**src/rtl/byte_stream_pair_source.sv**
```systemverilog
// rtl/byte_stream_pair_source.sv - paired arithmetic-pattern byte stream source
//
// Emits two independent valid/ready streams, a and b, of STREAM_LENGTH beats
// per frame. Beat k of a channel carries seed + k*step (mod 2^DATA_WIDTH), with
// seed and step captured when start is accepted in IDLE.
//
// Ports:
//   clock, reset          rising-edge clock, asynchronous active-high reset
//   start                 frame request, sampled only in IDLE
//   a_seed/a_step         stream a pattern, latched on accepted start
//   b_seed/b_step         stream b pattern, latched on accepted start
//   a_data/a_valid/a_last stream a beat, a_ready from consumer
//   b_data/b_valid/b_last stream b beat, b_ready from consumer
//   a_count/b_count       beats accepted this frame per channel
//   busy                  high in RUN and DONE
//   done                  one-cycle pulse in DONE

module byte_stream_pair_source #(
  parameter  int DATA_WIDTH    = 8,
  parameter  int STREAM_LENGTH = 16,
  localparam int CW            = $clog2(STREAM_LENGTH + 1)
) (
  input  logic                  clock,
  input  logic                  reset,
  input  logic                  start,
  input  logic [DATA_WIDTH-1:0] a_seed,
  input  logic [DATA_WIDTH-1:0] a_step,
  input  logic [DATA_WIDTH-1:0] b_seed,
  input  logic [DATA_WIDTH-1:0] b_step,
  output logic [DATA_WIDTH-1:0] a_data,
  output logic                  a_valid,
  input  logic                  a_ready,
  output logic                  a_last,
  output logic [DATA_WIDTH-1:0] b_data,
  output logic                  b_valid,
  input  logic                  b_ready,
  output logic                  b_last,
  output logic [CW-1:0]         a_count,
  output logic [CW-1:0]         b_count,
  output logic                  busy,
  output logic                  done
);

  typedef enum logic [1:0] {IDLE, RUN, DONE} state_t;

  localparam logic [CW-1:0] LAST_IDX = CW'(STREAM_LENGTH - 1);
  localparam logic [CW-1:0] FULL     = CW'(STREAM_LENGTH);

  state_t                state;
  // The data registers themselves hold the latched seed at frame start, so
  // only the steps need their own copies.
  logic [DATA_WIDTH-1:0] a_step_q;
  logic [DATA_WIDTH-1:0] b_step_q;

  logic a_hs;
  logic b_hs;
  logic a_fin;
  logic b_fin;

  assign a_hs  = a_valid && a_ready;
  assign b_hs  = b_valid && b_ready;
  // A channel is finished if it already delivered all beats, or its final
  // beat is being accepted on this edge.
  assign a_fin = (a_count == FULL) || (a_hs && a_last);
  assign b_fin = (b_count == FULL) || (b_hs && b_last);

  always_ff @(posedge clock or posedge reset) begin
    if (reset) begin
      state    <= IDLE;
      a_step_q <= '0;
      b_step_q <= '0;
      a_data   <= '0;
      b_data   <= '0;
      a_valid  <= 1'b0;
      b_valid  <= 1'b0;
      a_last   <= 1'b0;
      b_last   <= 1'b0;
      a_count  <= '0;
      b_count  <= '0;
      busy     <= 1'b0;
      done     <= 1'b0;
    end else begin
      case (state)
        IDLE: begin
          done <= 1'b0;
          if (start) begin
            a_step_q <= a_step;
            b_step_q <= b_step;
            a_data   <= a_seed;
            b_data   <= b_seed;
            a_valid  <= 1'b1;
            b_valid  <= 1'b1;
            a_last   <= (STREAM_LENGTH == 1);
            b_last   <= (STREAM_LENGTH == 1);
            a_count  <= '0;
            b_count  <= '0;
            busy     <= 1'b1;
            state    <= RUN;
          end
        end

        RUN: begin
          if (a_hs) begin
            a_count <= a_count + 1'b1;
            a_data  <= a_data + a_step_q;
            if (a_last) begin
              a_valid <= 1'b0;
              a_last  <= 1'b0;
            end else begin
              a_last <= ((a_count + 1'b1) == LAST_IDX);
            end
          end

          if (b_hs) begin
            b_count <= b_count + 1'b1;
            b_data  <= b_data + b_step_q;
            if (b_last) begin
              b_valid <= 1'b0;
              b_last  <= 1'b0;
            end else begin
              b_last <= ((b_count + 1'b1) == LAST_IDX);
            end
          end

          if (a_fin && b_fin) begin
            state <= DONE;
            done  <= 1'b1;
          end
        end

        DONE: begin
          done  <= 1'b0;
          busy  <= 1'b0;
          state <= IDLE;
        end

        default: state <= IDLE;
      endcase
    end
  end

endmodule
```
**config.mk**
```make
export PLATFORM = sky130hd
export DESIGN_NAME = byte_stream_pair_source
export DESIGN_NICKNAME = d
export VERILOG_FILES = /design/src/rtl/byte_stream_pair_source.sv
export SDC_FILE = /design/constraint.sdc
export NUM_CORES = 1
export LEC_CHECK = 0
export BUFFER_PORTS_ARGS = -buffer_cell sky130_fd_sc_hd__buf_4
export CAP_MARGIN = 20
export CORE_MARGIN = 1
export CORE_UTILIZATION = 45
export CTS_CLUSTER_DIAMETER = 100
export DETAILED_ROUTE_END_ITERATION = 10
export PLACE_DENSITY = 0.69
export SLEW_MARGIN = 10
export SYNTH_ARGS = -nofsm -noshare
export SYNTH_HDL_FRONTEND = slang
export SYNTH_SLANG_ARGS = --single-unit
```
**constraint.sdc**
```tcl
create_clock -name clock -period 3.13 [get_ports clock]
set_input_delay 0.4695 -clock clock [delete_from_list [all_inputs] [get_ports clock]]
set_output_delay 0.4695 -clock clock [all_outputs]
set_load 0.05 [all_outputs]
```
Word level (Yosys, flattened, before mapping)
Index checks and enable logic that the tools add are counted.
Cells by class
  add/subtract/negate cells: 4
  equal/unequal tests: 12
  mux-type cells: 31
  reductions and logical operators: 20
Operators with widths (number)
  two-way mux 8 bit: 4
  case mux 8 bit (2 select lines): 2
  case mux 5 bit (2 select lines): 2
  adder 8 bit: 2
  two-way mux 5 bit: 3
  != test 2 bit (second input constant): 6
  case mux 1 bit (2 select lines): 6
  two-way mux 1 bit: 11
  adder 5 x 1 -> 5 bit (second input constant): 2
  == test 5 x 4 -> 1 bit (second input constant): 2
  == test 5 bit (second input constant): 2
  AND reduction 2 bit: 4
  AND reduction 4 bit: 2
  AND reduction 3 bit: 2
  nonzero test 2 bit: 3
  logical AND 1 bit: 5
  two-way mux 2 bit: 2
  case mux 2 bit (2 select lines): 1
  == test 2 x 1 -> 1 bit (second input constant): 1
  == test 2 bit (second input constant): 1
  zero test 2 bit: 1
  logical OR 1 bit: 2
  OR reduction 2 bit: 1
Word-level totals
  bits in registers: 50
  input bits: 37
  output and inout bits: 32
  logic and storage cells: 80

Longest topological paths before layout
Gate-level depths: netlist of run 1.
  depth in word-level cells: 6
  mapped depth: 9
  depth with buffers taken out: 9

Least setup slack after synthesis of run 1
OpenSTA, ideal clock, no wires.
  path type: register to register
  from: register a_data[0]
  to: register a_data[6]
  setup time: 0.069 ns
  data arrival time: 2.195 ns
  required time: 3.061 ns
  slack: 0.866 ns
  cell stages (with the launch flop): 10
  buffers on the path: 0
  period minus slack after synthesis: 2.264 ns
  path through: dfrtp_1 > ha_1 > inv_1 > fa_1 > nor2b_1 > o31a_1 > o21ai_0 > a2111oi_1 > a31oi_1 > nand3_1
On the way
  longest elaborated chain between the ends: 3
RTL lines
  from (decl): RTL line 30  | output logic [DATA_WIDTH-1:0] a_data,
  from (signal assigned): RTL line 89  | a_data <= a_seed;
  from (signal assigned): RTL line 105  | a_data <= a_data + a_step_q;
  adder 8 bit: RTL line 105
  two-way mux 8 bit: RTL line 103  | if (a_hs) begin
  case mux 8 bit (2 select lines): RTL line 83  | case (state)
Every way passes these cells. The select of a mux whose other input is x is not followed.
A chain may end at the register's enable or synchronous reset.

Final worst setup path of run 1
Ends and elaborated chain as after synthesis.

==> flow_metrics.env, run 1 <==
export IMPL_rr_worst_depth=9
export IMPL_critPathKind="reg -> reg"
export IMPL_seqPwrFrac_pct=30.4
export IMPL_cts_made_buffers=5
export IMPL_rsz0062_at_grt="no"
export IMPL_postCtsSetupBuffers=0
export IMPL_die_area_um2=6770
export IMPL_ys_seq_area_share_pct=43.2
export IMPL_cts_tree="yes"
export IMPL_die_w_um=82.3
export IMPL_antenna_found_initial=0
export IMPL_holdWs_ns=0.116
export IMPL_routed_wl_mm=6.51
export IMPL_final_common_cell="nand2_1"
export IMPL_ys_warn_count=0
export IMPL_layout_common_cells="nand2_1 (74), buf_4 (72), dfrtp_1 (50)"
export IMPL_drive_above_1_share_pct=22.1
export IMPL_layout_min_cycle_time_ns=2.13
export IMPL_syn_nets=390
export IMPL_regToRegStartpoint="a_data[0]"
export IMPL_start_util_pct=47.8
export IMPL_fin_cells=474
export IMPL_leakagePower_nw=1.80
export IMPL_peakVddDrop_v=0.000534
export IMPL_first_global_vias=2364
export IMPL_dp_hpwl_mm=4.63
export IMPL_clockRootBuffer="clkbuf_8"
export IMPL_worst_path_max_fanout=3
export IMPL_p_int_w=0.00189
export IMPL_clkSlewWorstSetupHoldPaths_ns=0.09
export IMPL_drt_pass1_iter_count=4
export IMPL_core_area_um2=6060
export IMPL_syn_cell_area_um2=2900
export IMPL_cp_start_kind="flip-flop"
export IMPL_portBuffers=68
export IMPL_vias_per_cell=5.25
export IMPL_cts_sinks=50
export IMPL_total_power_w=0.00365
export IMPL_max_cap_violations=0
export IMPL_final_nets=457
export IMPL_switching_share_pct=48.3
export IMPL_grt_pass1_wl_mm=11.0
export IMPL_ios=69
export IMPL_setup_violations_final=0
export IMPL_fin_worst_skew_ns=0.00576
export IMPL_p_clk_share_pct=12.6
export IMPL_powerDensity_nw_per_um2=1010
export IMPL_max_freq_mhz=469
export IMPL_antenna_cells=0
export IMPL_place_congestion=0.746
export IMPL_syn_area_per_cell_um2=8.76
export IMPL_die_h_um=82.3
export IMPL_hp_class="in -> async"
export IMPL_synth_main_ff_cell="dfrtp_1"
export IMPL_hold_violations=0
export IMPL_combPwrFrac_pct=57.0
export IMPL_wl_per_cell_um=13.7
export IMPL_cts_hold_buf=0
export IMPL_worst_pin_slew_ns=0.724
export IMPL_insertion_delay_ns=0.31
export IMPL_vias=2488
export IMPL_grt_usage_pct=21.6
export IMPL_power_switching_w=0.00176
export IMPL_cp_arrival_ns=2.38
export IMPL_setup_tns_final_ns=0
export IMPL_status="finished clean"
export IMPL_worstSetupEndpointType="flip-flop"
export IMPL_synth_edf_count=0
export IMPL_ys_async_sr_fraction_pct=100
export IMPL_grt_overflow=0
export IMPL_synth_cell_type_count=45
export IMPL_dp_cells=465
export IMPL_grt_max_degree=51
export IMPL_reg2reg_slack_ns=1.0
export IMPL_period_share_pct=68.1
export IMPL_crit_required_ns=3.38
export IMPL_fill_cells=548
export IMPL_post_route_drc_count=0
export IMPL_synth_seq_cells=50
export IMPL_placementRows=28
export IMPL_ant_nets=0
export IMPL_slew_headroom_pct=51.6
export IMPL_drt_iter0_drc=181
export IMPL_slew_violations=0
export IMPL_r2r_end="a_data[6]"
export IMPL_area_growth_pct=24.1
export IMPL_h_tree_depth=2
export IMPL_syn_inst=331
export IMPL_cts_resized_gates=0
export IMPL_cts_buffer_depth=2
==> power by group through the flow <==
stage | registers, W | clock network (W) | logic [W]
floorplan | 0.00164 | 0 | 0.00101
global placement | 0.00111 | 0 | 0.00204
detailed placement | 0.00112 | 0 | 0.00207
CTS | 0.00111 | 0.000467 | 0.00208
global route | 0.00115 | 0.000490 | 0.00230
finish | 0.00111 | 0.000461 | 0.00208
==> cell families (layout without fill, tap and decap cells) <==
family | after synthesis | count (layout) | share of synthesized area, %
AND/OR/NAND/NOR | 141 | 141 | 21.8
AO/OA/AOI/OAI | 78 | 78 | 16.9
flip-flops | 50 | 50 | 43.2
buffers and inverters | 27 | 95 | 4.06
adder cells (fa/ha/maj) | 22 | 22 | 10.0
XOR/XNOR | 10 | 10 | 3.02
multiplexers | 3 | 3 | 1.04
==> cell usage after synthesis (all sizes together) (2+ instances only) <==
library cell / number / area (um^2)
nand4b: 3 / 26.3
a21o: 5 / 38.8
clkbuf: 4 / 16.3
nor2b: 9 / 66.3
buf: 9 / 48.8
mux2i: 3 / 30.0
ha: 20 / 250
a211oi: 8 / 60.1
o31a: 3 / 26.3
nor2: 28 / 113
and3: 2 / 12.5
xor2: 7 / 61.3
dfrtp: 50 / 1250
a31oi: 5 / 31.3
nand3: 14 / 70.1
a22o: 2 / 17.5
nor3: 6 / 30.0
nand2: 74 / 278
a21oi: 15 / 75.1
o21ai: 27 / 135
o21a: 4 / 30.0
xnor2: 3 / 26.3
inv: 14 / 52.6
nand2b: 2 / 12.5
fa: 2 / 40.0
==> per-stage QoR <==
step	setup slack [ns]	instance area (um^2)	utilization, %
3_5_place_dp	1.07	3470	57.2
4_1_cts	1.05	3580	59.0
6_report	0.999	3600	59.4
2_1_floorplan	0.866	2900	-
5_1_grt	0.930	3600	59.4
3_3_place_gp	1.11	3470	57.2
==> critical path: stages, from the launching register on <==
cell       delay, ns
dfrtp_1         0.38
ha_1            0.17
inv_1           0.05
fa_1            0.36
nor2b_1         0.21
o31a_1          0.17
o21ai_0         0.12
a2111oi_1       0.45
a31oi_1         0.08
nand3_1         0.09
==> cell type report <==
class | count | area, um^2 | area share [%]
clock buffers | 5 | 68.8 | 1.91
well taps | 75 | 93.8 | 2.61
inverters | 14 | 52.6 | 1.46
repair buffers | 73 | 561 | 15.6
flip-flops and latches | 50 | 1250 | 34.8
multi-input cells | 254 | 1530 | 42.5
clock inverters | 3 | 40.0 | 1.11
==> per-layer routing <==
metal	GRT usage, %	vias to the layer above	wire length (um)	part of all wire, %
met5	0	-	0	0
met4	7.02	0	91	1.4
met3	4.29	9	349	5.4
met2	34.6	67	2950	45
met1	29.1	1145	3130	48
li1	-	1267	-	-
==> how the worst max path moves through the flow <==
| stage | start | to | slack [ns] | cells past startpoint |
|---|---|---|---|---|
| after floorplan | a_data[0] | a_data[6] | 0.87 | 9 |
| after global placement | start | a_data[6] | 1.11 | 8 |
| after detailed placement | a_data[0] | a_data[6] | 1.07 | 9 |
| after CTS | a_data[0] | a_data[6] | 1.05 | 9 |
| after global routing | a_data[0] | a_data[6] | 0.93 | 9 |
| final | a_data[0] | a_data[6] | 1.0 | 9 |
==> registers in the layout, indices dropped and copies added, names as in the netlist <==
| register | flops |
|---|---|
| a_data | 8 |
| a_step_q | 8 |
| b_data | 8 |
| b_step_q | 8 |
| a_count | 5 |
| b_count | 5 |
| state | 2 |
| a_last | 1 |
| a_valid | 1 |
| b_last | 1 |
| b_valid | 1 |
| busy | 1 |
| done | 1 |
No activity file was read; power rests on OpenSTA's default activity.
==> inputs of run 2 (changes only) <==
Clock period 3.13 ns to 2.2 ns, I/O delays scaled along.
==> flow_metrics.env, run 2 (same netlist as run 1, synthesis figures left out) <==
export IMPL_status="finished clean"
export IMPL_clkSlewWorstSetupHoldPaths_ns=0.09
export IMPL_cts_hold_buf=0
export IMPL_slew_violations=0
export IMPL_grt_max_degree=30
export IMPL_portBuffers=68
export IMPL_grt_pass1_wl_mm=11.1
export IMPL_cts_tree="yes"
export IMPL_worst_pin_slew_ns=0.492
export IMPL_seq_area_um2=1250
export IMPL_rsz0062_at_grt="no"
export IMPL_die_h_um=82.3
export IMPL_ant_nets=0
export IMPL_wl_met3_um=301
export IMPL_cts_resized_gates=0
export IMPL_ios=69
export IMPL_highest_layer="met4"
export IMPL_final_common_cell="buf_4"
export IMPL_first_global_vias=2462
export IMPL_grt_usage_pct=21.3
export IMPL_start_util_pct=47.8
export IMPL_layout_min_cycle_time_ns=2.04
export IMPL_placementRows=28
export IMPL_max_cap_violations=0
export IMPL_clockRootBuffer="clkbuf_8"
export IMPL_drt_iter0_drc=104
export IMPL_met2_length_mm=3.14
export IMPL_crit_required_ns=2.44
export IMPL_post_route_drc_count=0
export IMPL_antenna_found_initial=0
export IMPL_slew_headroom_pct=67.2
export IMPL_setup_violations_final=0
export IMPL_critPathKind="reg -> reg"
export IMPL_dp_hpwl_mm=4.86
export IMPL_grt_overflow=0
export IMPL_hp_class="in -> async"
export IMPL_m1WireLength_mm=3.08
export IMPL_antenna_cells=0
export IMPL_drive_above_1_share_pct=23.1
export IMPL_layout_common_cells="buf_4 (75), nand2_1 (74), dfrtp_1 (48)"
export IMPL_core_area_um2=6060
export IMPL_dp_cells=469
export IMPL_h_tree_depth=2
export IMPL_cts_made_buffers=5
export IMPL_place_congestion=0.807
export IMPL_vias_per_cell=5.31
export IMPL_worst_path_max_fanout=3
export IMPL_vias=2533
export IMPL_postCtsSetupBuffers=0
export IMPL_total_power_w=0.00521
export IMPL_fin_cells=477
export IMPL_final_nets=460
export IMPL_area_growth_pct=24.9
export IMPL_powerDensity_nw_per_um2=1440
export IMPL_cts_buffer_depth=2
export IMPL_cp_arrival_ns=2.28
export IMPL_wl_per_cell_um=13.9
export IMPL_max_freq_mhz=490
export IMPL_insertion_delay_ns=0.30
export IMPL_hold_violations=0
export IMPL_drt_pass1_iter_count=4
export IMPL_peakVddDrop_v=0.000766
export IMPL_die_w_um=82.3
export IMPL_cts_sinks=50
export IMPL_cp_start_kind="flip-flop"
export IMPL_die_area_um2=6770
export IMPL_setup_tns_final_ns=0
export IMPL_period_share_pct=92.7
export IMPL_routed_wl_mm=6.63
export IMPL_holdWs_ns=0.0531
export IMPL_fin_worst_skew_ns=0.00569
export IMPL_multi_input_area_um2=1530
export IMPL_fill_cells=568
export IMPL_worstSetupEndpointType="flip-flop"
export IMPL_leakagePower_nw=1.81
## run 2: cell types whose count changed in the layout (fill, tap and decap cells not counted)
cell | before | now
dfrtp_1 | 50 | 48
buf_4 | 72 | 75
dfrtp_2 | 0 | 2
## run 2: metrics by stage
step,utilization [%],area [um^2],setup WS (ns)
floorplan,-,2900,0.000129
CTS,59.8,3620,0.146
finish,59.8,3620,0.160
detailed placement,58.0,3510,0.174
global placement,58.0,3510,0.234
global route,59.8,3620,0.00611
## run 2: final timing paths
| kind | from | endpoint | slack, ns | cells after the start |
|---|---|---|---|---|
| max in group asynchronous | reset | b_data[6] | 1.63 | 3 |
| max | a_data[0] | a_data[6] | 0.16 | 9 |
| min in group clock | b_step[3] | b_step_q[3] | 0.21 | 3 |
| max reg2reg | a_data[0] | a_data[6] | 0.16 | 9 |
| min | reset | a_data[4] | 0.05 | 2 |
| min reg2reg | b_step_q[2] | b_step_q[2] | 0.49 | 2 |
## run 2: cell type report
class	count	area share, %
Multi-Input combinational cell	254	42.2
Sequential cell	50	34.6
Timing Repair Buffer	76	16.1
Tap cell	75	2.59
Clock buffer	5	1.90
Inverter	14	1.45
Clock inverter	3	1.11
## run 2: critical path, cell delays in order (launching register included)
cell and delay [ns]:
dfrtp_2 0.38, ha_1 0.16, inv_1 0.05, fa_1 0.37, nor2b_1 0.19, o31a_1 0.17, o21ai_0 0.10, a2111oi_1 0.40
a31oi_1 0.07, nand3_1 0.09
## run 2: power breakdown
group / total (W) / internal [W] / switching [W]
registers: 0.00158 / 0.00124 / 0.000337
logic: 0.00299 / 0.00112 / 0.00186
clock network: 0.000644 / 0.000335 / 0.000308
total: 0.00521 / 0.00270 / 0.00251
## run 2: layer usage
metal | global-route usage [%] | up-vias
met5 | 0 | -
li1 | - | 1274
met4 | 6.14 | 0
met2 | 37.1 | 65
met1 | 27.2 | 1184
met3 | 3.52 | 10
==> inputs of run 3 (changes only) <==
Settings changed: CORE_UTILIZATION 45 to 54, PLACE_DENSITY 0.69 to 0.8.
==> flow_metrics.env, run 3 (same netlist as run 1, synthesis figures left out) <==
export IMPL_status="finished clean"
export IMPL_setup_violations_final=0
export IMPL_antenna_found_initial=0
export IMPL_fin_worst_skew_ns=0.00593
export IMPL_slew_violations=0
export IMPL_setup_tns_final_ns=0
export IMPL_layout_common_cells="buf_4 (75), nand2_1 (74), dfrtp_1 (48)"
export IMPL_max_freq_mhz=481
export IMPL_placementRows=26
export IMPL_insertion_delay_ns=0.30
export IMPL_crit_chain="ha_1 -> inv_1 -> fa_2 -> nor2b_4 -> o31a_1 -> o21a_1 -> o21a_1 -> o311a_1 -> nor2_1"
export IMPL_grt_overflow=0
export IMPL_cp_slowest_cell="dfrtp_2"
export IMPL_die_w_um=75.3
export IMPL_hold_violations=0
export IMPL_cts_buffer_depth=2
export IMPL_rsz0062_at_grt="no"
export IMPL_dp_hpwl_mm=4.52
export IMPL_slew_headroom_pct=73.4
export IMPL_clockRootBuffer="clkbuf_8"
export IMPL_path_buf_inv=1
export IMPL_antenna_cells=0
export IMPL_start_util_pct=56.4
export IMPL_seq_area_um2=1250
export IMPL_ant_nets=0
export IMPL_drive_above_1_share_pct=23.1
export IMPL_worstSetupEndpointType="flip-flop"
export IMPL_grt_usage_pct=24.4
export IMPL_core_area_um2=5140
export IMPL_h_tree_depth=2
export IMPL_first_global_vias=2362
export IMPL_hp_class="in -> async"
export IMPL_area_growth_pct=24.2
export IMPL_max_cap_violations=0
export IMPL_fill_cells=426
export IMPL_die_area_um2=5670
export IMPL_cp_start_kind="flip-flop"
export IMPL_grt_pass1_wl_mm=10.5
export IMPL_crit_top_cell="o21a_1"
export IMPL_routed_wl_mm=6.35
export IMPL_wl_per_cell_um=13.5
export IMPL_worst_pin_slew_ns=0.398
export IMPL_worst_path_max_fanout=3
export IMPL_die_h_um=75.3
export IMPL_preCtsSetupSlack_ns=0.132
export IMPL_critical_path_max_stage_delay_ns=0.42
export IMPL_period_share_pct=94.6
export IMPL_final_nets=460
export IMPL_grt_max_degree=51
export IMPL_peakVddDrop_v=0.000728
export IMPL_clkSlewWorstSetupHoldPaths_ns=0.09
export IMPL_leakagePower_nw=1.80
export IMPL_setup_ws_ns=0.119
export IMPL_powerDensity_nw_per_um2=1420
export IMPL_cp_arrival_ns=2.32
export IMPL_cp_top_family="compound AO/OA/AOI/OAI gates"
export IMPL_final_common_cell="buf_4"
export IMPL_critPathKind="reg -> reg"
export IMPL_post_route_drc_count=0
export IMPL_vias=2524
export IMPL_cts_tree="yes"
export IMPL_place_congestion=0.904
export IMPL_cts_hold_buf=0
export IMPL_vias_per_cell=5.35
export IMPL_reg2reg_slack_ns=0.12
export IMPL_multi_input_area_um2=1530
export IMPL_layout_min_cycle_time_ns=2.08
export IMPL_cts_sinks=50
export IMPL_cts_made_buffers=5
export IMPL_drt_iter0_drc=74
export IMPL_drt_pass1_iter_count=4
export IMPL_ios=69
export IMPL_portBuffers=68
export IMPL_crit_required_ns=2.44
-- run 3: changes by cell type in the layout (fill, tap and decap cells not counted) --
cell,before,now
fa_2,0,1
bufinv_16,1,0
clkbuf_8,5,6
clkinv_2,2,1
clkbuf_1,0,1
fa_1,2,1
-- run 3: area by class of cell --
class / instances / area share (%)
multi-input combinational: 254 / 42.6
sequential: 50 / 34.8
timing repair buffer: 76 / 16.2
tap: 70 / 2.43
clock buffer: 7 / 2.40
inverter: 14 / 1.46
clock inverter: 1 / 0.139
-- run 3: routing by layer --
metal	track usage (%)	share of wire (%)	vias up
met5	0	0	-
met4	7.61	1.3	0
met3	4.28	4.9	7
met2	41.4	47	66
met1	32.1	47	1177
li1	-	-	1274
-- run 3: path summary, 6_finish.rpt --
path	depth (start not counted)	start	endpoint
max in group asynchronous	3	reset	a_data[0]
min	3	reset	b_count[3]
max	9	b_data[0]	b_data[6]
max reg2reg	9	b_data[0]	b_data[6]
min reg2reg	2	b_step_q[6]	b_step_q[6]
min in group clock	3	b_step[0]	b_step_q[0]
-- run 3: worst min-delay path: stages --
cell and delay (ns):
buf_4 0.11, inv_2 0.06, buf_12 0.25
-- run 3: what timing repair did --
action                                  in CTS  in global routing
resized for setup                            0                  1
endpoints found under the setup margin       0                  1
buffers inserted                             0                  0
-- run 3: per-stage QoR --
step / std cells / area, um^2 / total power (W) / hold slack, ns / util [%]
after floorplan: 331 / 2900 / 0.00378 / 0.435 / -
after global placement: 464 / 3510 / 0.00450 / 0.402 / 68.2
after detailed placement: 464 / 3510 / 0.00457 / 0.406 / 68.2
after CTS: 472 / 3600 / 0.00514 / 0.0759 / 70.0
after global routing: 472 / 3600 / 0.00551 / 0.0884 / 70.1
final: 472 / 3600 / 0.00512 / 0.0636 / 70.1
-- run 3: where the power goes --
part | internal [W] | leakage, nW | switching [W] | total [W]
Sequential | 0.00124 | 0.610 | 0.000329 | 0.00157
Clock | 0.000254 | 0.0482 | 0.000300 | 0.000555
Combinational | 0.00113 | 1.14 | 0.00187 | 0.00299
Total | 0.00263 | 1.80 | 0.00250 | 0.00512
